$ cat src/rtl/fmps_trip_scan.sv
// Sweeps the FMPS gatherer readout after each FA cycle; classifies nodes as tripped/missing and publishes bitmaps.
// Latency: bitmaps and resultStrobe N+2 cycles after the readoutValid rising edge (N = clamped scanCount).
// No backpressure: a readoutValid drop mid-sweep aborts it. FMPS_TRIP_SCAN_MISSING_TRIP_EN makes missing nodes count as trips.
module fmps_trip_scan #(
    parameter int INDEX_WIDTH      = 5,
    parameter int TRIP_FIELD_WIDTH = 16
) (
    input  logic                        sysClk,
    input  logic                        sysResetN,
    input  logic                        csrStrobe,
    input  logic [31:0]                 GPIO_OUT,
    input  logic                        readoutValid,
    output logic [INDEX_WIDTH-1:0]      fmpsReadoutAddress,
    input  logic [31:0]                 fmpsReadout,
    input  logic                        fmpsReadoutPresent,
    output logic [(1<<INDEX_WIDTH)-1:0] tripBitmap,
    output logic [(1<<INDEX_WIDTH)-1:0] missingBitmap,
    output logic [INDEX_WIDTH:0]        tripCount,
    output logic                        resultStrobe,
    output logic                        scanAbort,
    output logic                        mitigationTrip,
    output logic [31:0]                 csr
);
    localparam int NODES = 1 << INDEX_WIDTH;
    localparam int CW    = INDEX_WIDTH + 1;
    localparam logic [CW-1:0] MAX_COUNT = CW'(NODES);

    typedef enum logic [1:0] {ST_IDLE, ST_SCAN, ST_DRAIN, ST_DONE} state_t;

    state_t                      state_q, state_d;
    logic                        readout_vld_q;
    logic [CW-1:0]               ctl_count_q, ctl_count_d;
    logic [TRIP_FIELD_WIDTH-1:0] ctl_mask_q, ctl_mask_d;
    logic                        ctl_enable_q, ctl_enable_d;
    logic [CW-1:0]               sh_count_q, sh_count_d;
    logic [TRIP_FIELD_WIDTH-1:0] sh_mask_q, sh_mask_d;
    logic [INDEX_WIDTH-1:0]      addr_q, addr_d;
    logic [INDEX_WIDTH-1:0]      rd_idx_q, rd_idx_d;
    logic                        rd_vld_q, rd_vld_d;
    logic [NODES-1:0]            work_trip_q, work_trip_d;
    logic [NODES-1:0]            work_miss_q, work_miss_d;
    logic [CW-1:0]               work_cnt_q, work_cnt_d;
    logic [NODES-1:0]            trip_bmp_q, trip_bmp_d;
    logic [NODES-1:0]            miss_bmp_q, miss_bmp_d;
    logic [CW-1:0]               trip_cnt_q, trip_cnt_d;
    logic                        result_stb_q, result_stb_d;
    logic                        abort_stb_q, abort_stb_d;
    logic                        mit_q, mit_d;
    logic [5:0]                  abort_cnt_q, abort_cnt_d;
    logic [7:0]                  seq_q, seq_d;

    logic                        start;
    logic                        last_issue;
    logic [CW-1:0]               start_count;
    logic                        set_mit;
    logic                        do_abort;
    logic                        cls_miss, cls_trip;
    logic [NODES-1:0]            cls_sel;
    logic [NODES-1:0]            cls_trip_bmp, cls_miss_bmp;
    logic [CW-1:0]               cls_cnt;
    logic                        unused_inputs;

    assign start       = readoutValid && !readout_vld_q;
    assign start_count = (ctl_count_q > MAX_COUNT) ? MAX_COUNT : ctl_count_q;
    assign last_issue  = ({1'b0, addr_q} == (sh_count_q - CW'(1)));
    assign unused_inputs = ^{GPIO_OUT, fmpsReadout};

    // Data on the readout port belongs to the index issued in the previous cycle (rd_idx_q).
    always_comb begin
        cls_sel  = NODES'(1) << rd_idx_q;
        cls_miss = !fmpsReadoutPresent;
`ifdef FMPS_TRIP_SCAN_MISSING_TRIP_EN
        cls_trip = cls_miss || (|(fmpsReadout[TRIP_FIELD_WIDTH-1:0] & sh_mask_q));
`else
        cls_trip = !cls_miss && (|(fmpsReadout[TRIP_FIELD_WIDTH-1:0] & sh_mask_q));
`endif
        cls_trip_bmp = work_trip_q | (cls_trip ? cls_sel : '0);
        cls_miss_bmp = work_miss_q | (cls_miss ? cls_sel : '0);
        cls_cnt      = work_cnt_q + {{INDEX_WIDTH{1'b0}}, cls_trip};
    end

    always_comb begin
        state_d      = state_q;
        ctl_count_d  = ctl_count_q;
        ctl_mask_d   = ctl_mask_q;
        ctl_enable_d = ctl_enable_q;
        sh_count_d   = sh_count_q;
        sh_mask_d    = sh_mask_q;
        addr_d       = addr_q;
        rd_idx_d     = rd_idx_q;
        rd_vld_d     = 1'b0;
        work_trip_d  = work_trip_q;
        work_miss_d  = work_miss_q;
        work_cnt_d   = work_cnt_q;
        trip_bmp_d   = trip_bmp_q;
        miss_bmp_d   = miss_bmp_q;
        trip_cnt_d   = trip_cnt_q;
        result_stb_d = 1'b0;
        abort_stb_d  = 1'b0;
        mit_d        = mit_q;
        abort_cnt_d  = abort_cnt_q;
        seq_d        = seq_q;
        set_mit      = 1'b0;
        do_abort     = 1'b0;

        if (csrStrobe) begin
            ctl_count_d  = GPIO_OUT[INDEX_WIDTH:0];
            ctl_mask_d   = GPIO_OUT[8 +: TRIP_FIELD_WIDTH];
            ctl_enable_d = GPIO_OUT[31];
        end

        case (state_q)
            ST_IDLE: begin
                if (start && ctl_enable_q) begin
                    if (start_count == '0) begin
                        trip_bmp_d   = '0;
                        miss_bmp_d   = '0;
                        trip_cnt_d   = '0;
                        result_stb_d = 1'b1;
                        seq_d        = seq_q + 8'd1;
                    end else begin
                        state_d     = ST_SCAN;
                        addr_d      = '0;
                        sh_count_d  = start_count;
                        sh_mask_d   = ctl_mask_q;
                        work_trip_d = '0;
                        work_miss_d = '0;
                        work_cnt_d  = '0;
                    end
                end
            end
            ST_SCAN: begin
                if (!readoutValid) begin
                    do_abort = 1'b1;
                end else begin
                    if (rd_vld_q) begin
                        work_trip_d = cls_trip_bmp;
                        work_miss_d = cls_miss_bmp;
                        work_cnt_d  = cls_cnt;
                    end
                    rd_vld_d = 1'b1;
                    rd_idx_d = addr_q;
                    // Address holds on the last index so it never wraps past the clamp.
                    if (last_issue) begin
                        state_d = ST_DRAIN;
                    end else begin
                        addr_d = addr_q + INDEX_WIDTH'(1);
                    end
                end
            end
            ST_DRAIN: begin
                if (!readoutValid) begin
                    do_abort = 1'b1;
                end else begin
                    work_trip_d  = cls_trip_bmp;
                    work_miss_d  = cls_miss_bmp;
                    work_cnt_d   = cls_cnt;
                    trip_bmp_d   = cls_trip_bmp;
                    miss_bmp_d   = cls_miss_bmp;
                    trip_cnt_d   = cls_cnt;
                    result_stb_d = 1'b1;
                    seq_d        = seq_q + 8'd1;
                    set_mit      = |cls_trip_bmp;
                    state_d      = ST_DONE;
                end
            end
            ST_DONE: begin
                // Re-assert during DONE so a clear landing on the strobe cycle loses.
                set_mit = |trip_bmp_q;
                state_d = ST_IDLE;
            end
            default: state_d = ST_IDLE;
        endcase

        if (do_abort) begin
            state_d     = ST_IDLE;
            abort_stb_d = 1'b1;
            abort_cnt_d = (abort_cnt_q == 6'd63) ? abort_cnt_q : abort_cnt_q + 6'd1;
        end

        if (set_mit) begin
            mit_d = 1'b1;
        end else if (csrStrobe && GPIO_OUT[30]) begin
            mit_d = 1'b0;
        end
    end

    always_ff @(posedge sysClk or negedge sysResetN) begin
        if (!sysResetN) begin
            state_q       <= ST_IDLE;
            readout_vld_q <= 1'b0;
            ctl_count_q   <= '0;
            ctl_mask_q    <= '0;
            ctl_enable_q  <= 1'b0;
            sh_count_q    <= '0;
            sh_mask_q     <= '0;
            addr_q        <= '0;
            rd_idx_q      <= '0;
            rd_vld_q      <= 1'b0;
            work_trip_q   <= '0;
            work_miss_q   <= '0;
            work_cnt_q    <= '0;
            trip_bmp_q    <= '0;
            miss_bmp_q    <= '0;
            trip_cnt_q    <= '0;
            result_stb_q  <= 1'b0;
            abort_stb_q   <= 1'b0;
            mit_q         <= 1'b0;
            abort_cnt_q   <= '0;
            seq_q         <= '0;
        end else begin
            state_q       <= state_d;
            readout_vld_q <= readoutValid;
            ctl_count_q   <= ctl_count_d;
            ctl_mask_q    <= ctl_mask_d;
            ctl_enable_q  <= ctl_enable_d;
            sh_count_q    <= sh_count_d;
            sh_mask_q     <= sh_mask_d;
            addr_q        <= addr_d;
            rd_idx_q      <= rd_idx_d;
            rd_vld_q      <= rd_vld_d;
            work_trip_q   <= work_trip_d;
            work_miss_q   <= work_miss_d;
            work_cnt_q    <= work_cnt_d;
            trip_bmp_q    <= trip_bmp_d;
            miss_bmp_q    <= miss_bmp_d;
            trip_cnt_q    <= trip_cnt_d;
            result_stb_q  <= result_stb_d;
            abort_stb_q   <= abort_stb_d;
            mit_q         <= mit_d;
            abort_cnt_q   <= abort_cnt_d;
            seq_q         <= seq_d;
        end
    end

    always_comb begin
        csr                = '0;
        csr[31]            = (state_q == ST_SCAN) || (state_q == ST_DRAIN);
        csr[30]            = mit_q;
        csr[29:24]         = abort_cnt_q;
        csr[23:16]         = seq_q;
        csr[INDEX_WIDTH:0] = trip_cnt_q;
    end

    assign fmpsReadoutAddress = addr_q;
    assign tripBitmap         = trip_bmp_q;
    assign missingBitmap      = miss_bmp_q;
    assign tripCount          = trip_cnt_q;
    assign resultStrobe       = result_stb_q;
    assign scanAbort          = abort_stb_q;
    assign mitigationTrip     = mit_q;

endmodule

$ cat config.mk
export PLATFORM = sky130hd
export DESIGN_NAME = fmps_trip_scan
export DESIGN_NICKNAME = d
export VERILOG_FILES = /design/src/rtl/fmps_trip_scan.sv
export SDC_FILE = /design/constraint.sdc
export NUM_CORES = 1
export LEC_CHECK = 0
export CAP_MARGIN = 25
export CELL_PAD_IN_SITES_DETAIL_PLACEMENT = 2
export CELL_PAD_IN_SITES_GLOBAL_PLACEMENT = 2
export CORE_MARGIN = 4
export CORE_UTILIZATION = 37
export CTS_BUF_LIST = sky130_fd_sc_hd__clkbuf_2 sky130_fd_sc_hd__clkbuf_4 sky130_fd_sc_hd__clkbuf_8
export DETAILED_ROUTE_END_ITERATION = 7
export PLACE_DENSITY_LB_ADDON = 0.1
export SYNTH_ARGS = -nofsm -noshare
export SYNTH_HDL_FRONTEND = slang
export SYNTH_SLANG_ARGS = --single-unit
$ cat constraint.sdc
create_clock -name sysClk -period 5.1 [get_ports sysClk]
set_input_delay 0.765 -clock sysClk [delete_from_list [all_inputs] [get_ports sysClk]]
set_output_delay 0.765 -clock sysClk [all_outputs]
set_load 0.01 [all_outputs]
== Yosys cells after proc, flatten, opt, wreduce, memory -nomap -nowiden ==
Index checks and enable logic that the tools add are counted.

* Add/sub/neg operators: 5
* $lt $le $gt $ge: 1
* Eq/ne operators: 17
* Shift-type cells: 1
* Multiplexer cells: 54
* Bitwise gates (word level): 5
* Reduce and logical (&&, ||, !) cells: 23

{| class="wikitable"
|+ Operators by type and width
! cell !! count
|-
| 32-bit two-way mux || 12
|-
| 32-bit one-hot mux with 3 select lines || 2
|-
| 32-bit one-hot mux with 2 select lines || 2
|-
| 32-bit bitwise OR || 2
|-
| 32-bit OR reduction || 2
|-
| 6-bit two-way mux || 8
|-
| 1-bit by 5-bit left shift with 32-bit output (first input constant) || 1
|-
| 8-bit two-way mux || 3
|-
| 5-bit two-way mux || 4
|-
| 6-bit one-hot mux with 3 select lines || 1
|-
| 16-bit AND || 1
|-
| 8-bit one-hot mux with 2 select lines || 1
|-
| 16-bit OR reduction || 1
|-
| 3-bit inequality test (second input constant) || 5
|-
| 2-bit inequality test (second input constant) || 7
|-
| 2-bit two-way mux || 6
|-
| 6-bit one-hot mux with 2 select lines || 1
|-
| 1-bit two-way mux || 10
|-
| 5-bit one-hot mux with 2 select lines || 1
|-
| 5-bit AND reduction || 2
|-
| 8-bit by 1-bit adder with 8-bit output (second input constant) || 1
|-
| 2-bit one-hot mux with 4 select lines || 1
|-
| 6-bit by 1-bit adder with 6-bit output || 1
|-
| 6-bit by 1-bit adder with 6-bit output (second input constant) || 1
|-
| other kinds (21) || 30
|}

* Register bits after elaboration: 216
* Input port bits: 69
* Output and inout bits: 110
* Word-level logic and storage cells: 127

== Depth between registers and ports, before layout ==
* Depth after elaboration: 9
* Gate-level depth with buffers: 10
* Depth with buffers taken out: 9

== Worst setup path before layout ==
Ideal clock, no wire load.

* Path kind: input port to flip-flop
* Start point: in fmpsReadout[6]
* End point: reg trip_cnt_q[4], in the netlist tripCount[4]
* Library setup time: 0.133 ns
* Arrival time: 2.342 ns
* Data required time: 4.967 ns
* Setup slack: 2.625 ns
* Cell stages on the path: 10
* Buffers on the path: 1
* Cell sequence: a22o_1 a221oi_1 and4_1 buf_4 nor2_1 ha_1 ha_1 nand3_1 xor2_1 o21ai_0

* Longest elaborated chain between the ends: 6

{| class="wikitable"
|+ Ends and longest elaborated chain
! element !! RTL line !! text
|-
| start, declared || 14 || <nowiki>input logic [31:0] fmpsReadout,</nowiki>
|-
| 16-bit AND || 75 || <nowiki>cls_trip = !cls_miss && (|(fmpsReadout[TRIP_FIELD_WIDTH-1:0] & sh_mask_q));</nowiki>
|-
| 16-bit OR reduction || 75 ||
|-
| 1-bit logical AND || 75 ||
|-
| 6-bit by 1-bit adder with 6-bit output || 79 || <nowiki>cls_cnt = work_cnt_q + {{INDEX_WIDTH{1'b0}}, cls_trip};</nowiki>
|-
| 6-bit two-way mux || 152 || <nowiki>if (!readoutValid) begin</nowiki>
|-
| 6-bit one-hot mux with 2 select lines || 112 || <nowiki>case (state_q)</nowiki>
|-
| end signal, assigned || 227 || <nowiki>trip_cnt_q <= trip_cnt_d;</nowiki>
|-
| end, declared || 45 || <nowiki>logic [CW-1:0] trip_cnt_q, trip_cnt_d;</nowiki>
|}

Every way passes these cells. The select of a mux whose other input is x is not followed.
A chain may end at the register's enable or synchronous reset.

== Worst setup path after layout ==
* Start point: in readoutValid
* End point: reg work_trip_q[5]

* Longest elaborated chain between the ends: 4
* Elaborated cells between the ends (all ways): 6
* Classes of those cells: 3 x eq/ne; 3 x reduce/logical

{| class="wikitable"
|+ Ends and longest elaborated chain
! element !! RTL line !! text
|-
| start, declared || 12 || <nowiki>input logic readoutValid,</nowiki>
|-
| 1-bit logical AND || 63 || <nowiki>assign start = readoutValid && !readout_vld_q;</nowiki>
|-
| 1-bit logical AND || 114 || <nowiki>if (start && ctl_enable_q) begin</nowiki>
|-
| 2-bit inequality test (no source line) || - ||
|-
| 6-bit AND reduction (no source line) (*) || - ||
|-
| end signal, assigned || 222 || <nowiki>work_trip_q <= work_trip_d;</nowiki>
|-
| end, declared || 40 || <nowiki>logic [NODES-1:0] work_trip_q, work_trip_d;</nowiki>
|}

Mark *: on every way between the ends. The rest lies on a longest branch, timed or not.

==> results.sh <==
export IMPL_status="completed"
export IMPL_wirelength_um=28400
export IMPL_cts_tree="yes"
export IMPL_path_buf_inv=2
export IMPL_utilization_pct=47.2
export IMPL_yosysSeqAreaShare_pct=56.5
export IMPL_dpl_hpwl_um=18800
export IMPL_synth_largest_area_cell="dfrtp_1"
export IMPL_die_y_um=169
export IMPL_worst_slew_pin_slew_ns=1.03
export IMPL_drc=0
export IMPL_required_ns=5.55
export IMPL_relSlewSlack_pct=31.3
export IMPL_overflow=0
export IMPL_fill_cells=2660
export IMPL_ant_nets=0
export IMPL_hold_buffers=0
export IMPL_port_buffers=144
export IMPL_first_global_vias=8413
export IMPL_grt_max_degree=115
export IMPL_slowest_stage="nor3b_4"
export IMPL_fin_tns_setup_ns=0
export IMPL_synthToLayoutAreaGrowth_pct=25.0
export IMPL_netlist_area_um2=9560
export IMPL_clkTransAtPathRegs_ns=0.06
export IMPL_regToRegEndpoint="work_trip_q[5]"
export IMPL_insertedDiodeCount=0
export IMPL_worst_path_max_fanout=17
export IMPL_synth_warning_count=0
export IMPL_clk_insertion_delay_late_ns=0.53
export IMPL_ctsLongestPathBuffers=3
export IMPL_yosys_top_cells_area="dfrtp_1 57%, a21oi_1 6.8%, mux2_2 5.4%, o21ai_0 4.3%, nand2_1 4.1%"
export IMPL_critical_path_class="in2reg"
export IMPL_synth_most_common_cell="dfrtp_1"
export IMPL_start_kind="input port"
export IMPL_core_um2=25300
export IMPL_detail_route_iter0_violations=346
export IMPL_fin_skew_ns=0.0206
export IMPL_finalHoldViolations=0
export IMPL_die_x_um=169
export IMPL_async_reset_ff_share_pct=100
export IMPL_place_inst=1342
export IMPL_avgSynthCellArea_um2=10.4
export IMPL_layout_drive_gt1_share_pct=13.9
export IMPL_crit_chain="clkdlybuf4s50_1 -> inv_1 -> a21o_1 -> a221o_1 -> nor3b_4 -> a21oi_1 -> nor2_1"
export IMPL_end_kind="register"
export IMPL_dpl_cell_area_um2=11200
export IMPL_hp_class="in2async"
export IMPL_switchingPower_mw=2.09
export IMPL_first_pass_iters=4
export IMPL_wl_per_cell_um=20.2
export IMPL_p_leak_nw=5.19
export IMPL_reg2regPathDepth=7
export IMPL_post_cts_resized=0
export IMPL_vias_per_cell=5.35
export IMPL_setup_viol=0
export IMPL_max_freq_mhz=293
export IMPL_rsz0062_at_grt="false"
export IMPL_r2r_setup_slack_ns=1.98
export IMPL_synth_edf_count=0
export IMPL_timing_rr_start="state_q[1]"
export IMPL_timing_hold_ws_ns=0.280
export IMPL_ys_ff_latch=216
export IMPL_final_nets=1136
export IMPL_ir_drop_mv=0.236
export IMPL_die_area_um2=28500
export IMPL_start_util_pct=37.7
export IMPL_cts_sinks=216
export IMPL_cp_top_family="simple AND/OR/NAND/NOR gates"
export IMPL_cts_setup_buffers=0
export IMPL_globalplace_congestion=0.721
export IMPL_synth_flop_cell="dfrtp_1"
export IMPL_fin_area_um2=12000
export IMPL_power_frac_comb_pct=31.3
export IMPL_drv_slew=0
export IMPL_pwr_share_seq_pct=40.3
export IMPL_cap_violations=0
export IMPL_final_cells=1409
export IMPL_swShare_pct=36.2
export IMPL_p_int_mw=3.67
export IMPL_row_count=58
export IMPL_fin_crit_sh_pct=67.0
export IMPL_slowest_delay_ns=0.92
export IMPL_root_buffer="clkbuf_8"
export IMPL_antenna_found_initial=0
export IMPL_synth_common_cells="216 x dfrtp_1, 130 x a21oi_1, 105 x nand2_1"
export IMPL_cts_buffers=40
export IMPL_dr_total_vias=7540
export IMPL_synthCells=919
export IMPL_htree_levels=2
export IMPL_ios=179
export IMPL_power_per_cell_area_nw_per_um2=482
export IMPL_grt_pass1_wl_um=46600
export IMPL_track_usage_pct=20.1
export IMPL_p_clk_share_pct=28.4
export IMPL_synth_top_area_share_pct=56.5
export IMPL_critPathArrivalTime_ns=3.86
export IMPL_ys_types=65
export IMPL_period_minus_slack_ns=3.42
[per-layer routing]
layer / vias up / track usage [%] / wire length, µm
met2: 153 / 34.7 / 14300
met3: 44 / 4.30 / 1410
met5: - / 0 / 0
met4: 0 / 4.73 / 531
met1: 3862 / 25.9 / 12200
li1: 3481 / - / -
[cell families (layout without fill, tap and decap cells)]
family	count (synthesis)	in the layout	share of synthesized area, %
AO/OA/AOI/OAI	263	263	15.6
other	1	10	0.0392
AND/OR/NAND/NOR	278	278	14.3
adder cells (fa/ha/maj)	11	11	1.44
buffers and inverters	82	233	4.57
flip-flops	216	216	56.5
multiplexers	49	49	5.78
XOR/XNOR	19	19	1.74
[worst max-delay path by stage]
| stage | from | end | slack [ns] | cells past startpoint |
|---|---|---|---|---|
| after floorplan | fmpsReadout[6] | tripCount[4] | 2.63 | 10 |
| final | readoutValid | work_trip_q[5] | 1.68 | 7 |
| after global routing | readoutValid | work_miss_q[9] | 1.43 | 7 |
| after detailed placement | readoutValid | work_miss_q[5] | 1.15 | 7 |
| after CTS | readoutValid | work_trip_q[5] | 1.69 | 7 |
| after global placement | readoutValid | work_miss_q[9] | 1.21 | 7 |
[cell type report]
class | count | area (µm²) | area share, %
multi-input cells | 630 | 3770 | 31.6
flip-flops and latches | 216 | 5410 | 45.2
repair buffers | 155 | 1540 | 12.9
well taps | 330 | 413 | 3.45
clock buffers | 61 | 752 | 6.29
clock inverters | 4 | 20.0 | 0.168
inverters | 13 | 48.8 | 0.408
[registers in the layout, summed over array words and instances, names as in the netlist]
signal / flops
rd_vld_q: 1
state_q: 2
abort_cnt_q: 6
readout_vld_q: 1
sh_count_q: 6
ctl_mask_q: 16
scanAbort: 1
tripBitmap: 32
tripCount: 6
resultStrobe: 1
work_miss_q: 32
work_cnt_q: 6
seq_q: 8
rd_idx_q: 5
work_trip_q: 32
missingBitmap: 32
fmpsReadoutAddress: 5
ctl_enable_q: 1
mitigationTrip: 1
sh_mask_q: 16
ctl_count_q: 6
[power by group through the flow]
stage	Sequential (mW)	Clock [mW]	Combinational, mW
2_1_floorplan	2.27	0	1.13
3_3_place_gp	2.33	0	1.76
3_5_place_dp	2.35	0	1.82
4_1_cts	2.33	1.69	1.84
5_1_grt	2.37	1.78	1.98
6_report	2.32	1.64	1.80
[cells in the final DEF (no fill, tap or decap), types with 3 or more instances in the layout]
cell type / count
clkdlybuf4s50_1: 143
a22o_1: 8
inv_1: 11
ha_1: 11
dfrtp_1: 216
nor2b_1: 6
nor2_2: 3
nor2_1: 77
conb_1: 10
nand2_1: 105
a31oi_1: 7
buf_4: 7
nor3_2: 4
a221oi_1: 4
clkbuf_8: 48
a22oi_1: 3
clkinv_2: 4
a41o_1: 3
a21oi_1: 130
nand4_1: 10
xnor2_1: 9
nor4_1: 18
o21ai_0: 83
nor3_1: 12
xor2_1: 10
nor4_2: 5
nand2b_1: 8
mux2_2: 46
clkbuf_4: 15
o31ai_1: 5
nand3_1: 7
[per-stage QoR]
stage	setup slack [ns]	total power, mW
after floorplan	2.63	3.40
after global placement	1.21	4.10
after detailed placement	1.15	4.17
after CTS	1.69	5.86
after global routing	1.43	6.14
final	1.68	5.76
Note: power is estimated with default switching activity, not from simulation.
